File: src/rtl/t21_prog_loader.sv
// t21_prog_loader: boot-time program loader and run sequencer for a t21_node array.
// Accepts a valid/ready stream of load frames, holds every node in reset while
// loading, writes each frame's instruction words into the selected node's
// instruction memory through a one-hot write strobe, and releases the nodes
// once a terminator frame (id 8'hFF) is accepted.
//
// Frame: header word (id = in_data[INSTR_W-1 -: 8], cnt = in_data[ADDR_W:0])
// followed by cnt instruction words.
//
// Optional build macro T21_LOADER_CHECKSUM_EN: each non-terminator frame carries
// one extra trailing word equal to the XOR of its instruction words. The word is
// never written; a mismatch sends the loader to ERROR.
//
// INSTR_W must be >= 16 and >= ADDR_W+9 so the id and cnt fields do not overlap.
module t21_prog_loader #(
  parameter int NUM_NODES = 2,
  parameter int ADDR_W    = 4,
  parameter int INSTR_W   = 16
) (
  input  logic                 clk,
  input  logic                 reset,
  input  logic                 start,
  input  logic [INSTR_W-1:0]   in_data,
  input  logic                 in_valid,
  output logic                 in_ready,
  output logic [NUM_NODES-1:0] write_en,
  output logic [ADDR_W-1:0]    write_addr,
  output logic [INSTR_W-1:0]   write_data,
  output logic                 node_reset,
  output logic                 busy,
  output logic                 done,
  output logic                 error
);

  // Terminator id and the largest legal word count (one full memory).
  localparam logic [7:0]      TERM_ID  = 8'hFF;
  localparam logic [ADDR_W:0] CNT_MAX  = {1'b1, {ADDR_W{1'b0}}};
  localparam logic [ADDR_W:0] CNT_LAST = {{ADDR_W{1'b0}}, 1'b1};

  // ST_CKSUM is only reachable when the checksum word is enabled.
  typedef enum logic [2:0] {
    ST_IDLE   = 3'd0,
    ST_HEADER = 3'd1,
    ST_DATA   = 3'd2,
    ST_CKSUM  = 3'd3,
    ST_DONE   = 3'd4,
    ST_ERROR  = 3'd5
  } state_t;

  state_t state;

  // Context of the frame currently being loaded.
  logic [7:0]        node_sel;
  logic [ADDR_W-1:0] addr_cnt;
  logic [ADDR_W:0]   rem_cnt;
`ifdef T21_LOADER_CHECKSUM_EN
  logic [INSTR_W-1:0] csum_acc;
`endif

  // Header decode, only meaningful while in ST_HEADER.
  logic [7:0]      hdr_id;
  logic [ADDR_W:0] hdr_cnt;
  logic            hdr_bad;
  logic            xfer;

  assign hdr_id  = in_data[INSTR_W-1 -: 8];
  assign hdr_cnt = in_data[ADDR_W:0];
  assign hdr_bad = (int'(hdr_id) >= NUM_NODES) || (hdr_cnt == '0) || (hdr_cnt > CNT_MAX);
  // in_ready is registered from state alone, so this is a clean handshake.
  assign xfer    = in_valid && in_ready;

  // One-hot write strobe for the selected node.
  function automatic logic [NUM_NODES-1:0] node_onehot(input logic [7:0] id);
    logic [NUM_NODES-1:0] oh;
    oh = '0;
    for (int i = 0; i < NUM_NODES; i++) begin
      if (int'(id) == i) oh[i] = 1'b1;
    end
    return oh;
  endfunction

  // Load sequencer: state, frame context and all registered outputs.
  always_ff @(posedge clk or negedge reset) begin
    if (!reset) begin
      state      <= ST_IDLE;
      in_ready   <= 1'b0;
      write_en   <= '0;
      write_addr <= '0;
      write_data <= '0;
      node_reset <= 1'b1;
      busy       <= 1'b0;
      done       <= 1'b0;
      error      <= 1'b0;
      node_sel   <= '0;
      addr_cnt   <= '0;
      rem_cnt    <= '0;
`ifdef T21_LOADER_CHECKSUM_EN
      csum_acc   <= '0;
`endif
    end else begin
      // Strobes are single-cycle unless re-armed below.
      write_en <= '0;
      done     <= 1'b0;

      case (state)
        ST_IDLE: begin
          if (start) begin
            state      <= ST_HEADER;
            in_ready   <= 1'b1;
            busy       <= 1'b1;
            node_reset <= 1'b1;
            error      <= 1'b0;
          end
        end

        ST_HEADER: begin
          if (xfer) begin
            if (hdr_id == TERM_ID) begin
              state    <= ST_DONE;
              in_ready <= 1'b0;
              busy     <= 1'b0;
              done     <= 1'b1;
            end else if (hdr_bad) begin
              state    <= ST_ERROR;
              in_ready <= 1'b0;
              busy     <= 1'b0;
              error    <= 1'b1;
            end else begin
              state    <= ST_DATA;
              node_sel <= hdr_id;
              rem_cnt  <= hdr_cnt;
              addr_cnt <= '0;
`ifdef T21_LOADER_CHECKSUM_EN
              csum_acc <= '0;
`endif
            end
          end
        end

        // ---- write stage: handshake here, strobe appears next cycle ----
        ST_DATA: begin
          if (xfer) begin
            write_en   <= node_onehot(node_sel);
            write_addr <= addr_cnt;
            write_data <= in_data;
            addr_cnt   <= addr_cnt + 1'b1;
            rem_cnt    <= rem_cnt - 1'b1;
`ifdef T21_LOADER_CHECKSUM_EN
            csum_acc   <= csum_acc ^ in_data;
            if (rem_cnt == CNT_LAST) state <= ST_CKSUM;
`else
            if (rem_cnt == CNT_LAST) state <= ST_HEADER;
`endif
          end
        end

`ifdef T21_LOADER_CHECKSUM_EN
        // Trailing checksum word: compared, never written.
        ST_CKSUM: begin
          if (xfer) begin
            if (in_data == csum_acc) begin
              state <= ST_HEADER;
            end else begin
              state    <= ST_ERROR;
              in_ready <= 1'b0;
              busy     <= 1'b0;
              error    <= 1'b1;
            end
          end
        end
`endif

        // done is high for exactly this cycle; nodes run from the next one.
        ST_DONE: begin
          state      <= ST_IDLE;
          node_reset <= 1'b0;
        end

        // Sticky until a new session is started; nodes stay in reset.
        ST_ERROR: begin
          if (start) begin
            state      <= ST_HEADER;
            in_ready   <= 1'b1;
            busy       <= 1'b1;
            node_reset <= 1'b1;
            error      <= 1'b0;
          end
        end

        default: begin
          state    <= ST_IDLE;
          in_ready <= 1'b0;
          busy     <= 1'b0;
        end
      endcase
    end
  end

endmodule
File: config.mk
export PLATFORM = sky130hd
export DESIGN_NAME = t21_prog_loader
export DESIGN_NICKNAME = d
export VERILOG_FILES = /design/src/rtl/t21_prog_loader.sv
export SDC_FILE = /design/constraint.sdc
export NUM_CORES = 1
export LEC_CHECK = 0
export CAP_MARGIN = 10
export CELL_PAD_IN_SITES_DETAIL_PLACEMENT = 0
export CELL_PAD_IN_SITES_GLOBAL_PLACEMENT = 1
export CORE_UTILIZATION = 34
export DETAILED_ROUTE_END_ITERATION = 7
export PLACE_DENSITY_LB_ADDON = 0.15
export SKIP_CTS_REPAIR_TIMING = 1
export SYNTH_ARGS = -nofsm -noshare
export SYNTH_HDL_FRONTEND = slang
export SYNTH_SLANG_ARGS = --single-unit
File: constraint.sdc
create_clock -name clk -period 1.75 [get_ports clk]
set_input_delay 0.2625 -clock clk [delete_from_list [all_inputs] [get_ports clk]]
set_output_delay 0.2625 -clock clk [all_outputs]
set_load 0.02 [all_outputs]
==> flow_metrics.py, run 1 <==
metrics = {
    "layout": {
        "nNetsFinal": 320,
        "areaGrowthSynthToFinish_pct": 46.7,
        "final_cell_mix": "nand2_1 (71), dfrtp_1 (45), clkdlybuf4s50_1 (40), buf_4 (33), nor2_1 (10)",
        "diodes": 0,
        "seq_area_mm2": 0.00115,
        "fin_area_mm2": 0.00308,
        "instances_no_fill": 373,
        "layout-drive-gt1-share_pct": 22.8,
        "num-fill-cells": 576,
        "final_common_cell": "nand2_1",
        "multi_input_area_um2": 945,
        "utilization_pct": 51.8,
    },
    "detailed_routing": {
        "drt-pass1-iter-count": 4,
        "avgRoutedWirePerCell_um": 13.1,
        "post-route-drc-count": 0,
        "drt-initial-drc-count": 76,
        "vias": 1819,
        "viasPerCell": 4.88,
        "drtAntennaViolNets": 0,
        "postRouteWirelength_um": 4870,
    },
    "floorplanning": {
        "die_x_um": 80.6,
        "num_rows": 28,
        "ioPinCount": 47,
        "die_y_um": 80.6,
        "coreArea_mm2": 0.00596,
        "initial_utilization_pct": 35.3,
        "dieArea_mm2": 0.00650,
    },
    "place": {
        "gp_congestion": 0.732,
        "dp.cells": 361,
        "dp_hpwl_um": 3460,
        "io_buffer_count": 46,
        "place_area_mm2": 0.00286,
    },
    "power_and_ir_drop": {
        "p_comb_share_pct": 40.7,
        "power_switching_mw": 1.41,
        "powerDensity_mw_per_mm2": 1300,
        "sw_frac_of_total_pct": 35.3,
        "p_seq_share_pct": 39.4,
        "clkPwrFrac_pct": 19.9,
        "ir_worst_vdd_v": 0.000657,
        "cellLeakagePower_nw": 1.51,
        "intPower_mw": 2.58,
    },
    "sta": {
        "period_minus_slack_ns": 1.68,
        "finClkSkew_ns": 0.0136,
        "max_freq_ghz": 0.595,
        "worst_pin_slew_ns": 0.533,
        "slew-limit-headroom_pct": 64.5,
        "finalSetupViolations": 0,
        "fin_tns_setup_ns": 0,
        "slew_violations": 0,
        "holdWs_ns": 0.315,
        "finalHoldViolCount": 0,
        "rsz0062_at_grt": "false",
        "fin_crit_sh_pct": 96.1,
    },
    "critical_path": {
        "path_cells": "clkdlybuf4s50_1",
        "crit_fanout": 2,
        "r2r-start": "state[2]",
        "worst_path_dominant_cell_family": "buffers and inverters",
        "critPathRequiredTime_ns": 1.49,
        "reg2reg_slack_ns": 0.13,
        "critPathLaunch": "node_reset",
        "path_depth": 1,
        "endpoint": "node_reset",
        "crit_arrival_ns": 1.42,
        "max_stage_delay_ns": 0.59,
        "rr_endpoint": "node_sel[0]",
        "crit_path_end_kind": "output pin",
        "critPathBufInv": 1,
        "rr_worst_depth": 5,
        "cp_slowest_cell": "clkdlybuf4s50_1",
        "critPathLaunchType": "flop",
        "critPathKind": "flop to output pin",
    },
    "outcome": {
        "status": "finished clean",
    },
    "grt": {
        "grt_max_degree": 26,
        "grt_pass1_wl_um": 7760,
        "antenna_found_initial": 0,
        "grt_overflow_total": 0,
        "first_global_vias": 1684,
        "groute.usage.overall_pct": 15.9,
    },
    "clock_tree": {
        "cts_inserted_buffers": 5,
        "clk_pin_slew_ns": 0.09,
        "clockRootBuffer": "clkbuf_8",
        "htree_num_levels": 2,
        "clock_latency_ns": 0.30,
        "cts_buffer_depth": 2,
        "cts_tree": "built",
        "clock-sinks": 46,
    },
    "synth": {
        "syn_nets": 239,
        "ys_ff_latch": 46,
        "syn_area_mm2": 0.00210,
        "yosysWarnings": 0,
        "syn_inst": 216,
        "syn_area_per_cell_um2": 9.73,
        "async_flop_share_pct": 100,
        "synth_flop_cell": "dfrtp_1",
        "synth_edf_count": 0,
        "seq_area_frac_synth_pct": 54.8,
        "ys_types": 47,
    },
    "worst_hold_path": {
        "hold_class": "primary input to flop",
        "hold_depth": 4,
    },
    "flow_run": {
        "drv_cap": 0,
    },
}
-- per-stage QoR --
step	setup slack (ns)	total power [mW]
after floorplan	0.0329	2.42
final	0.0683	4.00
after detailed placement	-0.510	3.19
after global routing	0.00732	4.27
after CTS	-0.202	3.99
after global placement	-0.465	3.16
-- final cells by class --
type | count | area share (%)
clock buffers | 5 | 2.23
clock inverters | 3 | 1.46
inverters | 6 | 0.730
multi-input cells | 156 | 30.6
flip-flops and latches | 46 | 37.4
well taps | 75 | 3.04
repair buffers | 82 | 24.5
-- sequential cells by signal (all words and copies together), names as in the netlist --
name / count
node_sel: 8
done: 1
write_data: 16
write_addr: 4
busy: 1
node_reset: 1
rem_cnt: 5
state: 3
write_en: 2
addr_cnt: 4
error: 1
-- worst register-to-register path: stages (launching register included) --
cell,delay [ns]
dfrtp_1,0.40
or2b_2,0.31
nor2_1,0.12
buf_4,0.17
nand4_4,0.18
mux2_4,0.34
-- power groups by stage --
stage          Combinational [mW]  Clock (mW)  Sequential [mW]
6_report                     1.63       0.796             1.57
5_1_grt                      1.80       0.857             1.61
4_1_cts                      1.60       0.815             1.57
3_5_place_dp                 1.60           0             1.59
3_3_place_gp                 1.58           0             1.58
2_1_floorplan               0.618           0             1.80
-- how the worst min path moves through the flow --
stage | startpoint | slack [ns] | to
global placement | reset | 0.26 | write_data[11]
floorplan | reset | -0.03 | addr_cnt[0]
global route | in_data[11] | 0.33 | write_data[11]
CTS | reset | -0.06 | node_sel[4]
detailed placement | reset | 0.28 | write_data[11]
finish | in_data[11] | 0.32 | write_data[11]
-- metal layers --
metal  share of wire, %  track usage, %  vias to the layer above
met3                3.4            3.52                        5
met2                 46            25.4                       33
met5                  0               0                        -
met1                 50            21.0                      891
met4               0.86            5.54                        0
li1                   -               -                      890
-- synth_stat cells, types with 2 or more instances --
master	instances	area [µm²]
nand3_1	7	35.0
buf_2	2	10.0
nand4_1	3	18.8
dfrtp_1	45	1130
a22oi_1	2	15.0
clkbuf_1	5	18.8
nor2b_1	2	12.5
xor2_1	2	17.5
o221a_1	2	22.5
a21oi_1	4	20.0
ha_1	3	37.5
nor3_1	2	10.0
and3_1	2	12.5
and2_2	8	60.1
nand2_1	72	270
o21ai_0	9	45.0
inv_1	6	22.5
nor4_1	2	12.5
nor2_1	10	37.5
-- cell families (layout without fill, tap and decap cells) --
logic type	Yosys count	after routing	synth area share (%)
AND/OR/NAND/NOR	119	120	28.5
flip-flops	46	46	54.8
adder cells (fa/ha/maj)	3	3	1.79
AO/OA/AOI/OAI	28	28	9.35
multiplexers	2	2	1.01
buffers and inverters	15	96	3.33
XOR/XNOR	3	3	1.25
(Power assumes the default switching activity.)
==> inputs of run 2 (changes only) <==
CORE_UTILIZATION = 41   (was 34)
RECOVER_POWER = 25   (was not set)
TNS_END_PERCENT = 1   (was not set)
clock period = 2.1 ns   (was 1.75 ns; I/O delays follow)
==> run 2 against run 1 <==
Compared with the run above: clock power decreased by 17%; global-route usage increased by 3.1 points; first-iteration DRC count grew 12%; the flow now finishes with violations (capacitance limit); sequential cell count unchanged; critical path depth grew 6; final cell count is 5.6% lower; worst hold slack improved by 0.045 ns; setup slack improved by 0.047 ns; register-to-register slack better by 0.15 ns; largest power group is now sequential cells; via count shrank 5.2%.
==> flow_metrics.py, run 2 (same netlist as run 1, synthesis figures left out) <==
metrics = {
    "outcome": {
        "status": "finished with violations",
        "violations": "capacitance limit",
    },
    "critical_path": {
        "r2r-start": "state[2]",
        "crit_path_end_kind": "flop",
        "crit_arrival_ns": 2.17,
        "rr_endpoint": "addr_cnt[1]",
        "critPathRequiredTime_ns": 2.28,
        "rr_worst_depth": 5,
        "reg2reg_slack_ns": 0.28,
        "critPathKind": "primary input to flop",
        "critPathLaunch": "in_data[12]",
        "critPathBufInv": 3,
        "crit_fanout": 4,
        "cpMostUsedCell": "buf_4",
        "path_cells": "clkdlybuf4s50_1 > or4_4 > nor4_4 > buf_4 > and4_2 > buf_4 > o21ai_0",
        "max_stage_delay_ns": 0.56,
        "worst_path_dominant_cell_family": "simple AND/OR/NAND/NOR gates",
        "critPathLaunchType": "primary input",
        "cp_slowest_cell": "or4_4",
    },
    "place": {
        "place_ws_ns": -0.228,
        "gp_congestion": 0.835,
        "dp_hpwl_um": 3460,
        "io_buffer_count": 46,
        "place_area_mm2": 0.00277,
    },
    "detailed_routing": {
        "post-route-drc-count": 0,
        "drt-initial-drc-count": 85,
        "drt-pass1-iter-count": 4,
        "postRouteWirelength_um": 4620,
        "drtAntennaViolNets": 0,
        "avgRoutedWirePerCell_um": 13.1,
        "vias": 1725,
        "viasPerCell": 4.90,
    },
    "sta": {
        "finalSetupViolations": 0,
        "rsz0062_at_grt": "false",
        "slew_violations": 0,
        "finalHoldViolCount": 0,
        "max_freq_ghz": 0.504,
        "worst_pin_slew_ns": 1.49,
        "fin_crit_sh_pct": 94.5,
        "slew-limit-headroom_pct": 0.574,
        "fin_ws_ns": 0.115,
        "period_minus_slack_ns": 1.98,
        "fin_tns_setup_ns": 0,
        "finClkSkew_ns": 0.00837,
    },
    "power_and_ir_drop": {
        "cellLeakagePower_nw": 1.38,
        "ir_worst_vdd_v": 0.000674,
        "powerDensity_mw_per_mm2": 1120,
    },
    "floorplanning": {
        "dieArea_mm2": 0.00542,
        "die_x_um": 73.6,
        "die_y_um": 73.6,
        "ioPinCount": 47,
        "initial_utilization_pct": 43.6,
        "coreArea_mm2": 0.00482,
        "num_rows": 25,
    },
    "layout": {
        "utilization_pct": 60.1,
        "areaGrowthSynthToFinish_pct": 37.8,
        "regMostFlops": "write_data",
        "top_regs": "write_data x16, node_sel x8, rem_cnt x5",
        "largest_register_ffs": 16,
        "nNetsFinal": 308,
        "layout-drive-gt1-share_pct": 17.5,
        "fin_area_mm2": 0.00290,
        "num-fill-cells": 423,
        "final_common_cell": "nand2_1",
        "final_cell_mix": "nand2_1 (71), dfrtp_1 (45), clkdlybuf4s50_1 (45), buf_4 (23), nor2_1 (10)",
        "diodes": 0,
    },
    "clock_tree": {
        "cts_inserted_buffers": 5,
        "clock_latency_ns": 0.30,
        "cts_buffer_depth": 2,
        "htree_num_levels": 2,
        "cts_tree": "built",
        "clockRootBuffer": "clkbuf_8",
        "clock-sinks": 46,
        "clk_pin_slew_ns": 0.08,
    },
    "grt": {
        "grt_overflow_total": 0,
        "first_global_vias": 1678,
        "groute.usage.overall_pct": 19.0,
        "grt_max_degree": 28,
        "antenna_found_initial": 0,
        "grt_pass1_wl_um": 7760,
    },
    "worst_hold_path": {
        "hold_class": "primary input to asynchronous set/reset pin",
    },
    "flow_run": {
        "drv_cap": 1,
    },
}
[run 2: cell types whose count changed in the layout (fill, tap and decap cells not counted), moves of 2 or more]
| cell | before | now |
|---|---|---|
| clkinvlp_4 | 2 | 0 |
| clkdlybuf4s50_1 | 40 | 45 |
| clkbuf_1 | 0 | 2 |
| buf_4 | 33 | 23 |
| dlymetal6s2s_1 | 5 | 0 |
[run 2: where the power goes]
part / total (mW) / leakage [nW] / switching (mW) / internal [mW]
combinational: 1.29 / 0.715 / 0.662 / 0.626
sequential: 1.30 / 0.606 / 0.172 / 1.13
clock: 0.663 / 0.0573 / 0.282 / 0.381
[run 2: final cells by class]
class / instances / area (µm²) / share of cell area, %
Multi-Input combinational cell: 156 / 895 / 30.9
Clock inverter: 1 / 30.0 / 1.04
Clock buffer: 6 / 82.6 / 2.85
Timing Repair Buffer: 70 / 631 / 21.8
Inverter: 6 / 22.5 / 0.778
Sequential cell: 46 / 1150 / 39.8
Tap cell: 67 / 83.8 / 2.89
[run 2: worst max path at each step]
stage	depth (start not counted)	to	slack, ns
6_report	7	addr_cnt[1]	0.12
4_1_cts	6	rem_cnt[2]	0.1
2_1_floorplan	5	rem_cnt[2]	0.33
5_1_grt	7	addr_cnt[1]	0.04
3_3_place_gp	6	rem_cnt[4]	-0.14
3_5_place_dp	6	rem_cnt[2]	-0.23
[run 2: per-layer routing]
| metal | GRT usage [%] | share of wire, % |
|---|---|---|
| met3 | 3.84 | 3.7 |
| met1 | 25.1 | 48 |
| met2 | 30.7 | 46 |
| met5 | 0 | 0 |
| met4 | 7.69 | 1.7 |
[run 2: metrics by stage]
| step | power, mW | hold slack [ns] | instances |
|---|---|---|---|
| 4_1_cts | 3.28 | 0.0293 | 350 |
| 5_1_grt | 3.48 | 0.480 | 352 |
| 3_5_place_dp | 2.60 | 0.364 | 343 |
| 2_1_floorplan | 2.02 | 0.0194 | 216 |
| 6_report | 3.25 | 0.360 | 352 |
| 3_3_place_gp | 2.60 | 0.357 | 343 |
==> inputs of run 3 (changes only) <==
CORE_MARGIN = 2   (was not set)
HOLD_SLACK_MARGIN = 0.1   (was not set)
==> run 3 against run 2 <==
Compared with the run above: the run now ends clean; first-iteration DRC count decreased by 42%; die area increased by 5.5%; non-clock buffer count fell by 2; setup slack hardly changed; final cell count is the same; power fell by 0.84%; clock skew shrank 0.0031 ns; critical endpoint is now node_sel[0].
==> flow_metrics.py, run 3 (same netlist as run 1, synthesis figures left out) <==
metrics = {
    "outcome": {
        "status": "finished clean",
    },
    "critical_path": {
        "critPathLaunchType": "primary input",
        "rr_endpoint": "node_sel[0]",
        "path_depth": 6,
        "rr_worst_depth": 4,
        "cp_slowest_cell": "or4_4",
        "critPathKind": "primary input to flop",
        "max_stage_delay_ns": 0.55,
        "worst_path_dominant_cell_family": "simple AND/OR/NAND/NOR gates",
        "reg2reg_slack_ns": 0.33,
        "critPathRequiredTime_ns": 2.28,
        "crit_path_end_kind": "flop",
        "crit_fanout": 14,
        "crit_arrival_ns": 2.17,
        "path_cells": "clkdlybuf4s50_1 > or4_4 > nor4_4 > buf_4 > nand4_4 > mux2_2",
        "critPathBufInv": 2,
        "r2r-start": "state[2]",
    },
    "power_and_ir_drop": {
        "ir_worst_vdd_v": 0.000661,
        "cellLeakagePower_nw": 1.36,
        "p_comb_share_pct": 39.0,
        "p_seq_share_pct": 40.5,
        "powerDensity_mw_per_mm2": 1120,
        "power_switching_mw": 1.11,
        "clkPwrFrac_pct": 20.5,
        "intPower_mw": 2.12,
        "sw_frac_of_total_pct": 34.3,
    },
    "layout": {
        "final_cell_mix": "nand2_1 (71), dfrtp_1 (45), clkdlybuf4s50_1 (45), buf_4 (20), nor2_1 (10)",
        "regMostFlops": "write_data",
        "nNetsFinal": 305,
        "instances_no_fill": 352,
        "areaGrowthSynthToFinish_pct": 36.8,
        "diodes": 0,
        "layout-drive-gt1-share_pct": 16.7,
        "largest_register_ffs": 16,
        "final_common_cell": "nand2_1",
        "num-fill-cells": 448,
        "top_regs": "write_data x16, node_sel x8, rem_cnt x5",
    },
    "clock_tree": {
        "htree_num_levels": 2,
        "cts_inserted_buffers": 5,
        "clock_latency_ns": 0.29,
        "clock-sinks": 46,
        "clk_pin_slew_ns": 0.08,
        "clockRootBuffer": "clkbuf_8",
        "cts_buffer_depth": 2,
        "cts_tree": "built",
    },
    "sta": {
        "fin_crit_sh_pct": 94.5,
        "slew_violations": 0,
        "fin_tns_setup_ns": 0,
        "max_freq_ghz": 0.504,
        "holdWs_ns": 0.454,
        "rsz0062_at_grt": "false",
        "period_minus_slack_ns": 1.98,
        "finClkSkew_ns": 0.00525,
        "finalHoldViolCount": 0,
        "worst_pin_slew_ns": 1.01,
        "finalSetupViolations": 0,
        "slew-limit-headroom_pct": 32.8,
    },
    "grt": {
        "grt_pass1_wl_um": 7200,
        "first_global_vias": 1586,
        "grt.met3_usage_pct": 4.76,
        "groute.usage.overall_pct": 16.7,
        "grt_util_met1_pct": 22.5,
        "grt_overflow_total": 0,
        "antenna_found_initial": 0,
        "grt_max_degree": 20,
        "use_met2_pct": 26.3,
        "busiest_layer": "met2",
    },
    "floorplanning": {
        "dieArea_mm2": 0.00572,
        "die_y_um": 75.6,
        "die_x_um": 75.6,
        "ioPinCount": 47,
        "num_rows": 26,
        "coreArea_mm2": 0.00504,
        "initial_utilization_pct": 41.7,
    },
    "detailed_routing": {
        "avgRoutedWirePerCell_um": 12.7,
        "post-route-drc-count": 0,
        "viasPerCell": 4.87,
        "postRouteWirelength_um": 4480,
        "drtAntennaViolNets": 0,
        "drt-initial-drc-count": 49,
        "vias": 1713,
        "drt-pass1-iter-count": 4,
    },
    "place": {
        "io_buffer_count": 46,
        "dp_hpwl_um": 3360,
        "dp.cells": 344,
        "gp_congestion": 0.784,
    },
    "worst_hold_path": {
        "hold_depth": 1,
        "worstHoldStart": "node_sel[0]",
        "hold_end": "write_en[0]",
        "hold_class": "flop to flop",
    },
    "flow_run": {
        "drv_cap": 0,
    },
}
==> run 3: changes by cell type in the layout (fill, tap and decap cells not counted) <==
cell and delta:
buf_4 -3, clkbuf_1 -1, clkbuf_2 +1, dlygate4sd3_1 +1
nand4_2 -1
==> run 3: final cells by class <==
type                            instances  area (µm²)  share of cell area, %
Timing Repair Buffer                   68         619                   21.5
Inverter                                6        22.5                  0.783
Clock buffer                            6        82.6                   2.87
Sequential cell                        46        1150                   40.1
Tap cell                               70        87.6                   3.04
Multi-Input combinational cell        155         882                   30.7
Clock inverter                          1        30.0                   1.04
==> run 3: layer usage <==
| metal | part of all wire [%] | vias up |
|---|---|---|
| met5 | 0 | - |
| met4 | 1.6 | 0 |
| met3 | 4.6 | 7 |
| met2 | 46 | 37 |
| met1 | 48 | 806 |
| li1 | - | 863 |
==> run 3: power by group through the flow <==
| stage | Combinational (mW) | Sequential [mW] | Clock, mW |
|---|---|---|---|
| 2_1_floorplan | 0.515 | 1.50 | 0 |
| 3_3_place_gp | 1.26 | 1.32 | 0 |
| 3_5_place_dp | 1.26 | 1.32 | 0 |
| 4_1_cts | 1.27 | 1.30 | 0.677 |
| 5_1_grt | 1.38 | 1.34 | 0.720 |
| 6_report | 1.26 | 1.30 | 0.661 |
==> run 3: worst max-delay path by stage <==
stage	startpoint	slack, ns	endpoint
after detailed placement	in_data[12]	-0.22	rem_cnt[4]
after floorplan	in_data[12]	0.33	rem_cnt[2]
after global routing	in_data[12]	0.04	node_sel[0]
after CTS	in_data[12]	0.08	rem_cnt[4]
after global placement	in_data[12]	-0.15	node_sel[0]
final	in_data[12]	0.12	node_sel[0]
==> run 3: stage by stage <==
| stage | total power [mW] | worst slack, ns | utilization, % | cell area (µm²) |
|---|---|---|---|---|
| floorplan | 2.02 | 0.331 | - | 2100 |
| global placement | 2.58 | -0.153 | 54.6 | 2760 |
| detailed placement | 2.58 | -0.223 | 54.6 | 2760 |
| CTS | 3.25 | 0.0839 | 56.9 | 2870 |
| global route | 3.44 | 0.0375 | 57.0 | 2880 |
| finish | 3.22 | 0.115 | 57.0 | 2880 |
